===== src/rtl/frame_seq_pkg.sv =====
// rtl/frame_seq_pkg.sv - shared state type and default geometry for the frame sequencer
package frame_seq_pkg;

    typedef enum logic [2:0] {
        IDLE,
        ACTIVE,
        HBLANK,
        VBLANK,
        DONE
    } seq_state_t;

    localparam int DEF_CW         = 16;
    localparam int DEF_WIDTH      = 640;
    localparam int DEF_HEIGHT     = 480;
    localparam int DEF_HBLANK_CYC = 4;
    localparam int DEF_VBLANK_CYC = 16;

    localparam int DEF_LAST_COL = DEF_WIDTH - 1;
    localparam int DEF_LAST_ROW = DEF_HEIGHT - 1;

    function automatic int last_index(input int n);
        return n - 1;
    endfunction

endpackage


===== src/rtl/blank_timer.sv =====
// rtl/blank_timer.sv - loadable down-counter timing the horizontal and vertical blanking intervals
module blank_timer #(
    parameter int W = 16
) (
    input  logic         clk,
    input  logic         reset,
    input  logic         load,
    input  logic [W-1:0] load_value,
    output logic         first_cycle,
    output logic         expire
);

    logic [W-1:0] count;

    // Loading value-1 makes expire mark the last of load_value cycles.
    always_ff @(posedge clk) begin
        if (reset) begin
            count       <= '0;
            first_cycle <= 1'b0;
        end else if (load) begin
            count       <= load_value - W'(1);
            first_cycle <= 1'b1;
        end else begin
            first_cycle <= 1'b0;
            if (count != '0) begin
                count <= count - W'(1);
            end
        end
    end

    assign expire = (count == '0);

endmodule


===== src/rtl/frame_sequencer.sv =====
// rtl/frame_sequencer.sv - pixel stream sequencer producing en/hsync/vsync strobes with blanking
module frame_sequencer
    import frame_seq_pkg::*;
#(
    parameter int WIDTH      = DEF_WIDTH,
    parameter int HEIGHT     = DEF_HEIGHT,
    parameter int HBLANK_CYC = DEF_HBLANK_CYC,
    parameter int VBLANK_CYC = DEF_VBLANK_CYC,
    parameter int CW         = DEF_CW
) (
    input  logic          clk,
    input  logic          reset,
    input  logic          start,
    input  logic          stop,
    input  logic [CW-1:0] num_frames,
    input  logic          pix_valid,
    output logic          pix_ready,
    output logic          en,
    output logic          hsync,
    output logic          vsync,
    output logic          busy,
    output logic          done,
    output logic [CW-1:0] col,
    output logic [CW-1:0] row,
    output logic [CW-1:0] frame_cnt
);

    localparam logic [CW-1:0] LAST_COL    = CW'(last_index(WIDTH));
    localparam logic [CW-1:0] LAST_ROW    = CW'(last_index(HEIGHT));
    localparam logic [CW-1:0] HBLANK_LOAD = CW'(HBLANK_CYC);
    localparam logic [CW-1:0] VBLANK_LOAD = CW'(VBLANK_CYC);

    seq_state_t    state_q;
    seq_state_t    state_d;
    logic          stop_q;
    logic [CW-1:0] nframes_q;

    logic          handshake;
    logic          last_col;
    logic          last_row;
    logic          run_complete;

    logic          timer_load;
    logic [CW-1:0] timer_value;
    logic          timer_first;
    logic          timer_expire;

    assign pix_ready = (state_q == ACTIVE);
    assign busy      = (state_q != IDLE);
    assign handshake = pix_valid && pix_ready;
    assign last_col  = (col == LAST_COL);
    assign last_row  = (row == LAST_ROW);

    // A stop arriving on the final VBLANK cycle still ends the run at this frame.
    assign run_complete = stop_q || stop ||
                          ((nframes_q != '0) && ((frame_cnt + CW'(1)) == nframes_q));

    always_comb begin
        state_d    = state_q;
        timer_load = 1'b0;
        case (state_q)
            IDLE: begin
                if (start) begin
                    state_d = ACTIVE;
                end
            end
            ACTIVE: begin
                if (handshake && last_col) begin
                    timer_load = 1'b1;
                    state_d    = last_row ? VBLANK : HBLANK;
                end
            end
            HBLANK: begin
                if (timer_expire) begin
                    state_d = ACTIVE;
                end
            end
            VBLANK: begin
                if (timer_expire) begin
                    state_d = run_complete ? DONE : ACTIVE;
                end
            end
            DONE: begin
                state_d = IDLE;
            end
            default: begin
                state_d = IDLE;
            end
        endcase
    end

    assign timer_value = (state_d == VBLANK) ? VBLANK_LOAD : HBLANK_LOAD;

    blank_timer #(
        .W (CW)
    ) u_blank_timer (
        .clk         (clk),
        .reset       (reset),
        .load        (timer_load),
        .load_value  (timer_value),
        .first_cycle (timer_first),
        .expire      (timer_expire)
    );

    always_ff @(posedge clk) begin
        if (reset) begin
            state_q   <= IDLE;
            stop_q    <= 1'b0;
            nframes_q <= '0;
            col       <= '0;
            row       <= '0;
            frame_cnt <= '0;
            en        <= 1'b0;
            hsync     <= 1'b0;
            vsync     <= 1'b0;
            done      <= 1'b0;
        end else begin
            state_q <= state_d;
            en      <= 1'b0;
            hsync   <= 1'b0;
            vsync   <= 1'b0;
            done    <= (state_d == DONE);

            case (state_q)
                IDLE: begin
                    if (start) begin
                        nframes_q <= num_frames;
                        col       <= '0;
                        row       <= '0;
                        frame_cnt <= '0;
                    end
                end
                ACTIVE: begin
                    if (handshake) begin
                        en  <= 1'b1;
                        col <= last_col ? '0 : col + CW'(1);
                    end
                end
                // Blank strobes come from the timer's first cycle, one cycle after the last pixel strobe.
                HBLANK: begin
                    if (timer_first) begin
                        en    <= 1'b1;
                        hsync <= 1'b1;
                    end
                    if (timer_expire) begin
                        row <= row + CW'(1);
                    end
                end
                VBLANK: begin
                    if (timer_first) begin
                        en    <= 1'b1;
                        vsync <= 1'b1;
                    end
                    if (timer_expire) begin
                        row       <= '0;
                        frame_cnt <= frame_cnt + CW'(1);
                    end
                end
                default: begin
                end
            endcase

            if (state_q == IDLE) begin
                if (start) begin
                    stop_q <= stop;
                end
            end else if (state_d == IDLE) begin
                stop_q <= 1'b0;
            end else if (stop) begin
                stop_q <= 1'b1;
            end
        end
    end

endmodule


===== config.mk =====
export PLATFORM = sky130hd
export DESIGN_NAME = frame_sequencer
export DESIGN_NICKNAME = d
export VERILOG_FILES = /design/src/rtl/frame_seq_pkg.sv /design/src/rtl/blank_timer.sv /design/src/rtl/frame_sequencer.sv
export SDC_FILE = /design/constraint.sdc
export NUM_CORES = 1
export LEC_CHECK = 0
export BUFFER_PORTS_ARGS = -buffer_cell sky130_fd_sc_hd__buf_2
export CORE_MARGIN = 2
export CORE_UTILIZATION = 50
export CTS_CLUSTER_SIZE = 25
export DETAILED_ROUTE_END_ITERATION = 16
export PLACE_DENSITY = 0.72
export SYNTH_ARGS = -nofsm -noshare
export SYNTH_HDL_FRONTEND = slang
export SYNTH_SLANG_ARGS = --single-unit

===== constraint.sdc =====
create_clock -name clk -period 6.4 [get_ports clk]
set_input_delay 0.96 -clock clk [delete_from_list [all_inputs] [get_ports clk]]
set_output_delay 0.96 -clock clk [all_outputs]
set_load 0.02 [all_outputs]

==> impl_metrics.ini <==
[floorplanning]
ios = 75
chipWidth_um = 99.80
rows = 34
die_h_um = 99.80
core_um2 = 8806
dieArea_um2 = 9959
start_util_pct = 52.10

[clocking]
clkSinkCount = 89
post_cts_resized = 0
numCtsBuffers = 9
cts_tree = built
clk_latency_ns = 0.35
postCtsHoldBufs = 0
cts_max_level = 3
cts_buffer_depth = 2
postCtsSetupBuffers = 0
clkSlewWorstSetupHoldPaths_ns = 0.09
clockRootBuffer = clkbuf_8

[power]
p_leak_nw = 1.966
power_mw = 1.485
p_per_area_nw_per_um2 = 286.0
worst_ir_drop_vdd_mv = 0.1431

[sta]
fmax_mhz = 321.6
fin_ws_ns = 3.291
hold_viol_final = 0
setup-violations-final = 0
finalCritPeriodShare_pct = 48.58
maxSlewViolCount = 0
fin_crit_ns = 3.109
tightestPinTransition_ns = 0.9499
rsz0062_at_grt = no
skew_ns = 0.01193
tns_ns = 0
max_slew_margin_pct = 36.68

[drt]
vias_per_cell = 5.931
final_antenna_net_count = 0
wl_per_cell_um = 15.27
dr_total_vias = 4389
routed_wl_mm = 11.30
wl_met3_um = 676
m1WireLength_mm = 5.371
highest_layer = met4
drc = 0
dr.pass1.iters = 4
wl_met2_mm = 5.115
first_iter_violations = 250

[global_route]
overflow = 0
grt_max_degree = 52
grt_pass1_vias = 3965
grt_use_total_pct = 22.92
grt_pass1_wl_mm = 18.87
grt_antenna_before_repair = 0

[synthesis]
syn_nets = 599
synth-seq-cells = 89
synth_edf_count = 0
netlist.area_leader.share_pct = 38.83
ys_top_cells_by_area = dfxtp_1 39%, a21oi_1 6.1%, nand2_1 5.7%
synth-async-reset-ratio_pct = 0
synth_cells = 574
ys_seq_area_share_pct = 38.83
synthesis.area_um2 = 4588
postSynthAreaPerCell_um2 = 7.993
yosysUniqueCellTypes = 53
yosys_warnings = 0
ys.flop_type = dfxtp_1
yosysTopAreaCell = dfxtp_1

[final_layout]
fin_cells = 740
final_layout_size_suffix_gt1_share_pct = 16.61
n_antenna_cell = 0
nFillCells = 831
areaGrowthSynthToFinish_pct = 13.20
fin_nets = 652

[worst_setup_path]
critical_path.cell_chain = or4_1 > or3_4 > nor3_4 > o22ai_2 > nand2b_1 > nor2_1
critPathMaxStageDelay_ns = 0.67
arrival_ns = 3.31
endpoint_kind = flop
critPathSlowestCell = or4_1
cp_max_fo = 16
crit_type = flop to flop
crit_required_ns = 6.60
startpoint_type = flop

[job]
maxCapViolCount = 0

[run_status]
status = completed

[min_path]
hp-class = flop to flop

[placement]
preCtsSetupSlack_ns = 3.343
dp_cells = 724
dp.final_hpwl_mm = 8.233
gp_congestion = 0.9527
io_buffers = 74
[metal layers]
layer | vias up | global-route usage (%)
met4 | 0 | 5.690
met3 | 17 | 4.318
met1 | 2078 | 32.69
met5 | - | 0
li1 | 2149 | -
met2 | 145 | 36.07
[state kept, by name (all words and copies together) (netlist names)]
name,flops
u_blank_timer.count,16
stop_q,1
u_blank_timer.first_cycle,1
hsync,1
frame_cnt,16
state_q,3
nframes_q,16
en,1
col,16
vsync,1
row,16
done,1
[cell usage after synthesis, types with 6 or more instances]
master and instances:
dfxtp_1 89, nand2_1 70, nor2_1 63, a21oi_1 56
xnor2_1 30, clkbuf_1 27, xor2_1 26, nor3_1 21
nand3_1 20, nor4_1 18, o21ai_0 16, or3_1 13
nand4_1 11, and3_1 9, inv_1 8, o2111ai_1 7
a311oi_1 6, and2_1 6, nor3b_1 6
[cell type report]
| type | instances | area (µm²) | area share, % |
|---|---|---|---|
| multi-input cells | 444 | 2640 | 50.83 |
| flip-flops and latches | 89 | 1782 | 34.31 |
| repair buffers | 75 | 377.9 | 7.275 |
| clock buffers | 10 | 137.6 | 2.650 |
| well taps | 108 | 135.1 | 2.602 |
| clock inverters | 6 | 91.34 | 1.759 |
| inverters | 8 | 30.03 | 0.5782 |
[worst max-delay path, delay by kind of cell (launching register included)]
| kind | cells | cell delay, ns |
|---|---|---|
| simple gates | 5 | 2.31 |
| compound gates | 1 | 0.30 |
| flops | 1 | 0.34 |
[through the flow]
stage | hold slack [ns] | instance area (µm²) | util [%]
finish | 0.4897 | 5194 | 58.98
global route | 0.5055 | 5194 | 58.98
CTS | 0.4917 | 5194 | 58.98
detailed placement | 0.4791 | 4965 | 56.38
global placement | 0.4749 | 4965 | 56.38
floorplan | 0.4447 | 4588 | -
[cells by family (layout without fill, tap and decap cells)]
group / after synthesis / after routing / synth area share (%)
flip-flops: 89 / 89 / 38.83
AND/OR/NAND/NOR: 269 / 269 / 29.92
adder cells (fa/ha/maj): 4 / 4 / 1.091
buffers and inverters: 41 / 99 / 3.736
multiplexers: 1 / 1 / 0.2182
AO/OA/AOI/OAI: 114 / 114 / 15.52
XOR/XNOR: 56 / 56 / 10.69
[final timing paths]
check / from / end / slack, ns / depth (start not counted)
worst max-delay path: u_blank_timer.count[4] / row[12] / 3.29 / 6
worst max register to register: u_blank_timer.count[4] / row[12] / 3.29 / 6
worst min register to register: nframes_q[12] / nframes_q[12] / 0.49 / 2
worst min-delay path: nframes_q[12] / nframes_q[12] / 0.49 / 2
[where the power goes]
group | total, mW | switching [mW] | internal, mW | leakage (nW)
registers | 0.650 | 0.0492 | 0.601 | 0.723
clock network | 0.435 | 0.203 | 0.231 | 0.105
logic | 0.400 | 0.246 | 0.154 | 1.14
[cells in the final DEF, fill, tap and decap left out, types with 3 or more instances in the layout]
master	Yosys	final
dfxtp_1	89	89
buf_2	2	74
nand2_1	70	70
nor2_1	63	63
a21oi_1	56	56
xnor2_1	30	30
xor2_1	26	26
nor3_1	21	20
nand3_1	20	20
nor4_1	18	18
o21ai_0	16	16
or3_1	13	13
nand4_1	11	11
clkbuf_8	0	10
and3_1	9	9
inv_1	8	8
o2111ai_1	7	7
nor3b_1	6	6
and2_1	6	6
a311oi_1	6	6
nand2b_1	4	4
or4_1	4	4
nand3b_1	4	4
nor2_2	4	4
a211oi_1	4	4
ha_1	4	4
and4_1	3	3
or2_2	3	3
o211ai_1	3	3
o31ai_1	3	3
a211o_1	3	3
a31oi_1	3	3
clkinvlp_4	0	3
(Power assumes the default switching activity.)
